--- src/rtl/decoder_scan.sv ---
// N-to-2^N active-low registered decoder with G1/G2A/G2B gating, address latch and auto-scan sequencer.
// Optional macro SCAN_LIMIT_EN adds limit_i to cap the scan range at outputs 0..limit_i.
module decoder_scan #(
  parameter int unsigned SEL_W   = 3,
  parameter int unsigned DWELL_W = 8
) (
  input  logic                  clk_i,
  input  logic                  rst_i,
  input  logic [SEL_W-1:0]      a_i,
  input  logic                  g1_i,
  input  logic                  g2a_i,
  input  logic                  g2b_i,
  input  logic                  gl_i,
  input  logic                  scan_i,
  input  logic [DWELL_W-1:0]    dwell_i,
`ifdef SCAN_LIMIT_EN
  input  logic [SEL_W-1:0]      limit_i,
`endif
  output logic [2**SEL_W-1:0]   y_o,
  output logic [SEL_W-1:0]      idx_o,
  output logic                  wrap_o
);

  localparam int unsigned NOUT = 2**SEL_W;

  typedef enum logic [1:0] {
    ST_DIRECT,
    ST_DWELL,
    ST_BLANK
  } state_t;

  state_t             state_q, state_d;
  logic [SEL_W-1:0]   latch_q, latch_d;
  logic [SEL_W-1:0]   scan_idx_q, scan_idx_d;
  logic [DWELL_W-1:0] cnt_q, cnt_d;
  logic [NOUT-1:0]    y_q, y_d;
  logic [SEL_W-1:0]   sel_q, sel_d;
  logic               wrap_q, wrap_d;

  logic               en;
  logic [SEL_W-1:0]   dir_sel;
  logic [SEL_W-1:0]   last_idx;
  logic [SEL_W-1:0]   next_idx;

  function automatic logic [NOUT-1:0] dec_low(input logic [SEL_W-1:0] s);
    logic [NOUT-1:0] one;
    one    = '0;
    one[0] = 1'b1;
    return ~(one << s);
  endfunction

  assign en      = g1_i & ~g2a_i & ~g2b_i;
  assign dir_sel = gl_i ? latch_q : a_i;

`ifdef SCAN_LIMIT_EN
  assign last_idx = limit_i;
`else
  assign last_idx = '1;
`endif

  assign next_idx = (scan_idx_q >= last_idx) ? '0 : scan_idx_q + 1'b1;

  always_comb begin
    state_d    = state_q;
    latch_d    = latch_q;
    scan_idx_d = scan_idx_q;
    cnt_d      = cnt_q;
    y_d        = y_q;
    sel_d      = sel_q;
    wrap_d     = 1'b0;

    // scan_i low overrides every scan transition, including mid-dwell
    if (!scan_i) begin
      state_d    = ST_DIRECT;
      scan_idx_d = '0;
      if (!gl_i) latch_d = a_i;
      y_d        = en ? dec_low(dir_sel) : '1;
      sel_d      = dir_sel;
    end else begin
      unique case (state_q)
        ST_DIRECT: begin
          state_d    = ST_DWELL;
          scan_idx_d = '0;
          cnt_d      = dwell_i;
          y_d        = en ? dec_low('0) : '1;
          sel_d      = '0;
        end
        ST_DWELL: begin
          if (!en) begin
            y_d = '1;
          end else if (cnt_q == '0) begin
            state_d = ST_BLANK;
            y_d     = '1;
            // wrap flag is shown during the blank cycle that precedes index 0
            wrap_d  = (scan_idx_q >= last_idx);
          end else begin
            cnt_d = cnt_q - 1'b1;
            y_d   = dec_low(scan_idx_q);
          end
        end
        ST_BLANK: begin
          if (!en) begin
            y_d = '1;
          end else begin
            state_d    = ST_DWELL;
            scan_idx_d = next_idx;
            cnt_d      = dwell_i;
            y_d        = dec_low(next_idx);
            sel_d      = next_idx;
          end
        end
        default: begin
          state_d = ST_DIRECT;
          y_d     = '1;
        end
      endcase
    end
  end

  always_ff @(posedge clk_i or posedge rst_i) begin
    if (rst_i) begin
      state_q    <= ST_DIRECT;
      latch_q    <= '0;
      scan_idx_q <= '0;
      cnt_q      <= '0;
      y_q        <= '1;
      sel_q      <= '0;
      wrap_q     <= 1'b0;
    end else begin
      state_q    <= state_d;
      latch_q    <= latch_d;
      scan_idx_q <= scan_idx_d;
      cnt_q      <= cnt_d;
      y_q        <= y_d;
      sel_q      <= sel_d;
      wrap_q     <= wrap_d;
    end
  end

  assign y_o    = y_q;
  assign idx_o  = sel_q;
  assign wrap_o = wrap_q;

endmodule

--- config.mk ---
export PLATFORM = sky130hd
export DESIGN_NAME = decoder_scan
export DESIGN_NICKNAME = d
export VERILOG_FILES = /design/src/rtl/decoder_scan.sv
export SDC_FILE = /design/constraint.sdc
export NUM_CORES = 1
export LEC_CHECK = 0
export ABC_AREA = 1
export BUFFER_PORTS_ARGS = -buffer_cell sky130_fd_sc_hd__clkbuf_2
export CORE_MARGIN = 1.5
export CORE_UTILIZATION = 60
export CTS_CLUSTER_SIZE = 20
export DETAILED_ROUTE_END_ITERATION = 10
export GPL_ROUTABILITY_DRIVEN = 1
export PLACE_DENSITY = 0.94
export SYNTH_ARGS = -nofsm -noshare
export SYNTH_HDL_FRONTEND = slang
export SYNTH_SLANG_ARGS = --single-unit
--- constraint.sdc ---
create_clock -name clk_i -period 2.4 [get_ports clk_i]
set_input_delay 0.12 -clock clk_i [delete_from_list [all_inputs] [get_ports clk_i]]
set_output_delay 0.12 -clock clk_i [all_outputs]
set_load 0.02 [all_outputs]
* Yosys cells after proc, flatten, opt, wreduce, memory -nomap -nowiden
Cells that the tools add are included.
W data, S select, Z words.
** Storage, ports and cells
- Bits of input ports :: 18
- Output and inout port bits :: 12
- Logic and storage cells :: 61
- Flip-flop bits (word level) :: 28
** Cells by class
- Eq/ne operators :: 9
- Multiplexer cells :: 26
- Magnitude comparators :: 1
- Bitwise gates (word level) :: 7
- Shifts and indexed selects :: 3
- Reduce and logical (&&, ||, !) cells :: 6
- Add/subtract/negate cells :: 2
** Operator list (count)
- $mux W8 :: 8
- $pmux W8 S3 :: 2
- $not A8 Y8 :: 3
- $shl A1 B3 Y8 const A :: 3
- $mux W3 :: 5
- $ne A3 B3 Y1 const B :: 3
- $logic_not A8 Y1 :: 1
- $mux W2 :: 4
- $sub A8 B1 Y8 const B :: 1
- $ne A2 B2 Y1 const B :: 3
- $pmux W2 S3 :: 1
- $pmux W3 S2 :: 1
- $mux W1 :: 5
- $reduce_and A5 Y1 :: 1
- $add A3 B1 Y3 const B :: 1
- $ge A3 B3 Y1 const B :: 1
- $ne A3 B1 Y1 const B :: 1
- $reduce_and A3 Y1 :: 1
- $reduce_bool A3 Y1 :: 1
- $and A1 B1 Y1 :: 2
- $eq A2 B1 Y1 const B :: 1
- $eq A2 B2 Y1 const B :: 1
- $logic_not A2 Y1 :: 1
- $not A1 Y1 :: 2
- $reduce_and A2 Y1 :: 1

* Longest topological paths before layout
- Depth after elaboration :: 7
- Depth in mapped cells :: 10
- Gate-level depth less buffers :: 10

* Least setup slack after synthesis
OpenSTA, ideal clock, no wires.
- Path kind :: flip-flop to flip-flop
- Start point :: register scan_idx_q[0]
- End point :: register sel_q[2] (netlist: idx_o[2])
- Clock period less this slack :: 1549 ps
- Stages on the path, launching flop included :: 10
- Arrival time :: 1462 ps
- Path slack :: 851 ps
- Buffers on the path :: 0
- Required time :: 2313 ps
- Setup time :: 87 ps
- Path through :: dfrtp_1 ha_1 ha_1 inv_1 nand2_1 inv_1 nand2_1 nor2_1 nor2_1 a22oi_1
** Between the ends
- Word-level cells in the longest chain between the ends :: 5
- Elaborated cells between the ends (all ways) :: 6
- Classes of those cells :: add/sub (1); order compare (1); mux (4)
** RTL lines
- from (decl) :: RTL line 34 : logic [SEL_W-1:0] scan_idx_q, scan_idx_d;
- from (signal assigned) :: RTL line 132 : scan_idx_q <= scan_idx_d;
- $add A3 B1 Y3 / $ge A3 B3 Y1 (equally long branches) :: RTL line 61 : assign next_idx = (scan_idx_q >= last_idx) ? '0 : scan_idx_q + 1'b1;
- $mux W3 (*) :: RTL line 61
- $mux W3 (*) :: RTL line 102 : if (!en) begin
- $pmux W3 S2 (*) :: RTL line 80 : unique case (state_q)
- $mux W3 (*) :: RTL line 73 : if (!scan_i) begin
- to (signal assigned) :: RTL line 135 : sel_q <= sel_d;
- to (decl) :: RTL line 37 : logic [SEL_W-1:0] sel_q, sel_d;
Every way passes the cells marked *; elsewhere a longest branch is shown, timed or not. The select of a mux whose other input is x is not followed.
A chain may end at the register's enable or synchronous reset.

* Final worst setup path
Same ends and word-level chain as after synthesis.

==> results_dict.tcl <==
set metrics [dict create \
    timing.rr.start "scan_idx_q[0]" \
    yosys.area.top_type "dfrtp_1" \
    synthesis.area_um2 1790 \
    cp.required_ns 2.65 \
    max_freq_mhz 541 \
    slew-limit-headroom 0.388 \
    cts_buffers 3 \
    critPathMaxStageDelay_ns 0.45 \
    wirelength_um 4080 \
    cp.arrival_ns 2.09 \
    grt.total_usage 0.270 \
    io_buffer_count 29 \
    cp.buffers_inverters 2 \
    worstReg2RegEnd "idx_o[2]" \
    antenna_found_initial 0 \
    die-area_um2 3310 \
    p_per_area_nw_per_um2 743 \
    clock_latency_ns 0.33 \
    irDropWorstVdd_v 0.000604 \
    synth_top_cell_area_share 0.280 \
    criticalPathCategory "reg -> reg" \
    place_ws_ns 0.614 \
    status "finished clean" \
    cts_max_level 1 \
    routedWlPerCell_um 13.0 \
    postCtsSetupBuffers 0 \
    slew_violations 0 \
    cts-root-buf "clkbuf_4" \
    min_period_ns 1.85 \
    initial_utilization 0.642 \
    yosysUniqueCellTypes 24 \
    ant_nets 0 \
    final_cell_mix "69 x nand2_1, 35 x nor2_1, 34 x inv_1, 29 x clkbuf_2, 27 x nand3_1" \
    diodes 0 \
    final-seq-area_um2 711 \
    final_hold_viol_count 0 \
    rr_worst_depth 9 \
    rsz0062_at_grt "no" \
    area_growth_pct 13.0 \
    min_from "dwell_i[7]" \
    worstHoldPathCells 4 \
    layout_commonest_cell "nand2_1" \
    layout-drive-gt1-share 0.197 \
    cts.sinks 28 \
    rrSetupSlack_ns 0.55 \
    grt_remaining_overflow 0 \
    critPathCaptureType "flip-flop" \
    cts_tree "built" \
    viasPerCell 5.50 \
    tns_ns 0 \
    ctsResizeCount 0 \
    cts_buffer_depth 2 \
    grt_max_degree 25 \
    fillers 229 \
    multi_input_area_um2 903 \
    p_leak_nw 1.07 \
    final_nets 310 \
    drt-initial-drc-count 115 \
    ys_warn_count 0 \
    hold_path.class "in -> reg" \
    crit_chain "ha_1 > ha_1 > inv_1 > nand2_1 > inv_1 > nand2_1 > nor2_1 > nor2_1 > a22oi_1" \
    coreArea_um2 2780 \
    finalSetupViolations 0 \
    cp-start-kind "flip-flop" \
    die_h_um 57.6 \
    hold_end "cnt_q[7]" \
    crit_family "simple AND/OR/NAND/NOR gates" \
    layoutNonFillerInstCount 315 \
    synth_area_leaders "dfrtp_1 28%, nand2_1 14%, dfstp_2 12%" \
    syn_nets 276 \
    clkTransAtPathRegs_ns 0.16 \
    drcViolationCount 0 \
    worst-path-stages 9 \
    slowest_stage "dfrtp_1" \
    place_inst 310 \
    min_period_over_period 0.770 \
    avgSynthCellArea_um2 7.12 \
    cp_max_fo 5 \
    cts_hold_buf 1 \
    firstDrtPassIters 5 \
    fp-row-count 19 \
    yosysSeqAreaShare 0.398 \
    setup_slack_ns 0.552 \
    finalClockSkew_ns 0.0144 \
    synth-seq-cells 28 \
    gp_congestion 0.991 \
    tightest_slew_ns 0.916 \
    first_global_vias 1609 \
    syn_inst 251 \
    num_vias 1733 \
    post-dp-hpwl_um 3030 \
    die_x_um 57.6 \
    io_pins 30 \
    drv_cap 0 \
    grt_pass1_wl_um 7120 \
]
[how the worst max path moves through the flow]
stage | from | to
2_1_floorplan | scan_idx_q[0] | idx_o[2]
3_3_place_gp | cnt_q[0] | cnt_q[6]
3_5_place_dp | cnt_q[0] | cnt_q[5]
4_1_cts | cnt_q[0] | cnt_q[5]
5_1_grt | cnt_q[0] | cnt_q[7]
6_report | scan_idx_q[0] | idx_o[2]
[cell usage after synthesis]
| library cell | instances |
|---|---|
| clkinv_1 | 1 |
| dfrtp_1 | 20 |
| nor3_1 | 1 |
| nand3_1 | 27 |
| o31ai_2 | 1 |
| nand3_2 | 3 |
| a21oi_2 | 1 |
| or2_2 | 1 |
| nor3b_1 | 1 |
| nor2_1 | 35 |
| inv_2 | 3 |
| o21ai_2 | 3 |
| buf_6 | 2 |
| a21oi_1 | 9 |
| o22ai_1 | 1 |
| buf_4 | 1 |
| inv_1 | 34 |
| o21ai_0 | 15 |
| a22oi_1 | 3 |
| nand2_1 | 69 |
| ha_1 | 7 |
| dfstp_2 | 8 |
| nor2_8 | 1 |
| nand4_1 | 4 |
[final cells by class]
cell class | count | area share
Multi-Input combinational cell | 182 | 0.448
Sequential cell | 28 | 0.352
Timing Repair Buffer | 32 | 0.0843
Inverter | 38 | 0.0707
Tap cell | 31 | 0.0192
Clock inverter | 1 | 0.0149
Clock buffer | 3 | 0.0112
[per-stage QoR]
stage | util | cell area [µm²] | total power, mW | hold slack (ns)
global placement | 0.703 | 1960 | 1.16 | 0.339
detailed placement | 0.703 | 1960 | 1.18 | 0.344
floorplan | - | 1790 | 1.05 | 0.179
finish | 0.726 | 2020 | 1.50 | 0.0824
CTS | 0.726 | 2020 | 1.50 | 0.0853
global route | 0.726 | 2020 | 1.60 | 0.102
[cells by family after synthesis]
| kind of cell | count (synthesis) | synth area share |
|---|---|---|
| buffers and inverters | 41 | 0.0966 |
| AND/OR/NAND/NOR | 142 | 0.347 |
| adder cells (fa/ha/maj) | 7 | 0.0490 |
| flip-flops | 28 | 0.398 |
| AO/OA/AOI/OAI | 33 | 0.110 |
[power breakdown]
part / total [mW] / switching [mW] / internal, mW
logic: 0.559 / 0.378 / 0.181
registers: 0.628 / 0.0709 / 0.557
clock network: 0.312 / 0.143 / 0.169
[metal layers]
metal / global-route usage / part of all wire / wire, µm
met2: 0.438 / 0.48 / 1960
met1: 0.378 / 0.43 / 1740
met5: 0 / 0 / 0
met3: 0.0249 / 0.079 / 322
met4: 0.0963 / 0.015 / 61
[worst min-delay path: stages]
cell,delay (ns)
clkbuf_2,0.07
or2_2,0.10
nand3_2,0.06
nand2_1,0.05
[registers in the layout, indices dropped and copies added, names as in the netlist]
| name | count |
|---|---|
| state_q | 2 |
| latch_q | 3 |
| cnt_q | 8 |
| wrap_o | 1 |
| y_o | 8 |
| idx_o | 3 |
| scan_idx_q | 3 |
Note: power is estimated with default switching activity, not from simulation.
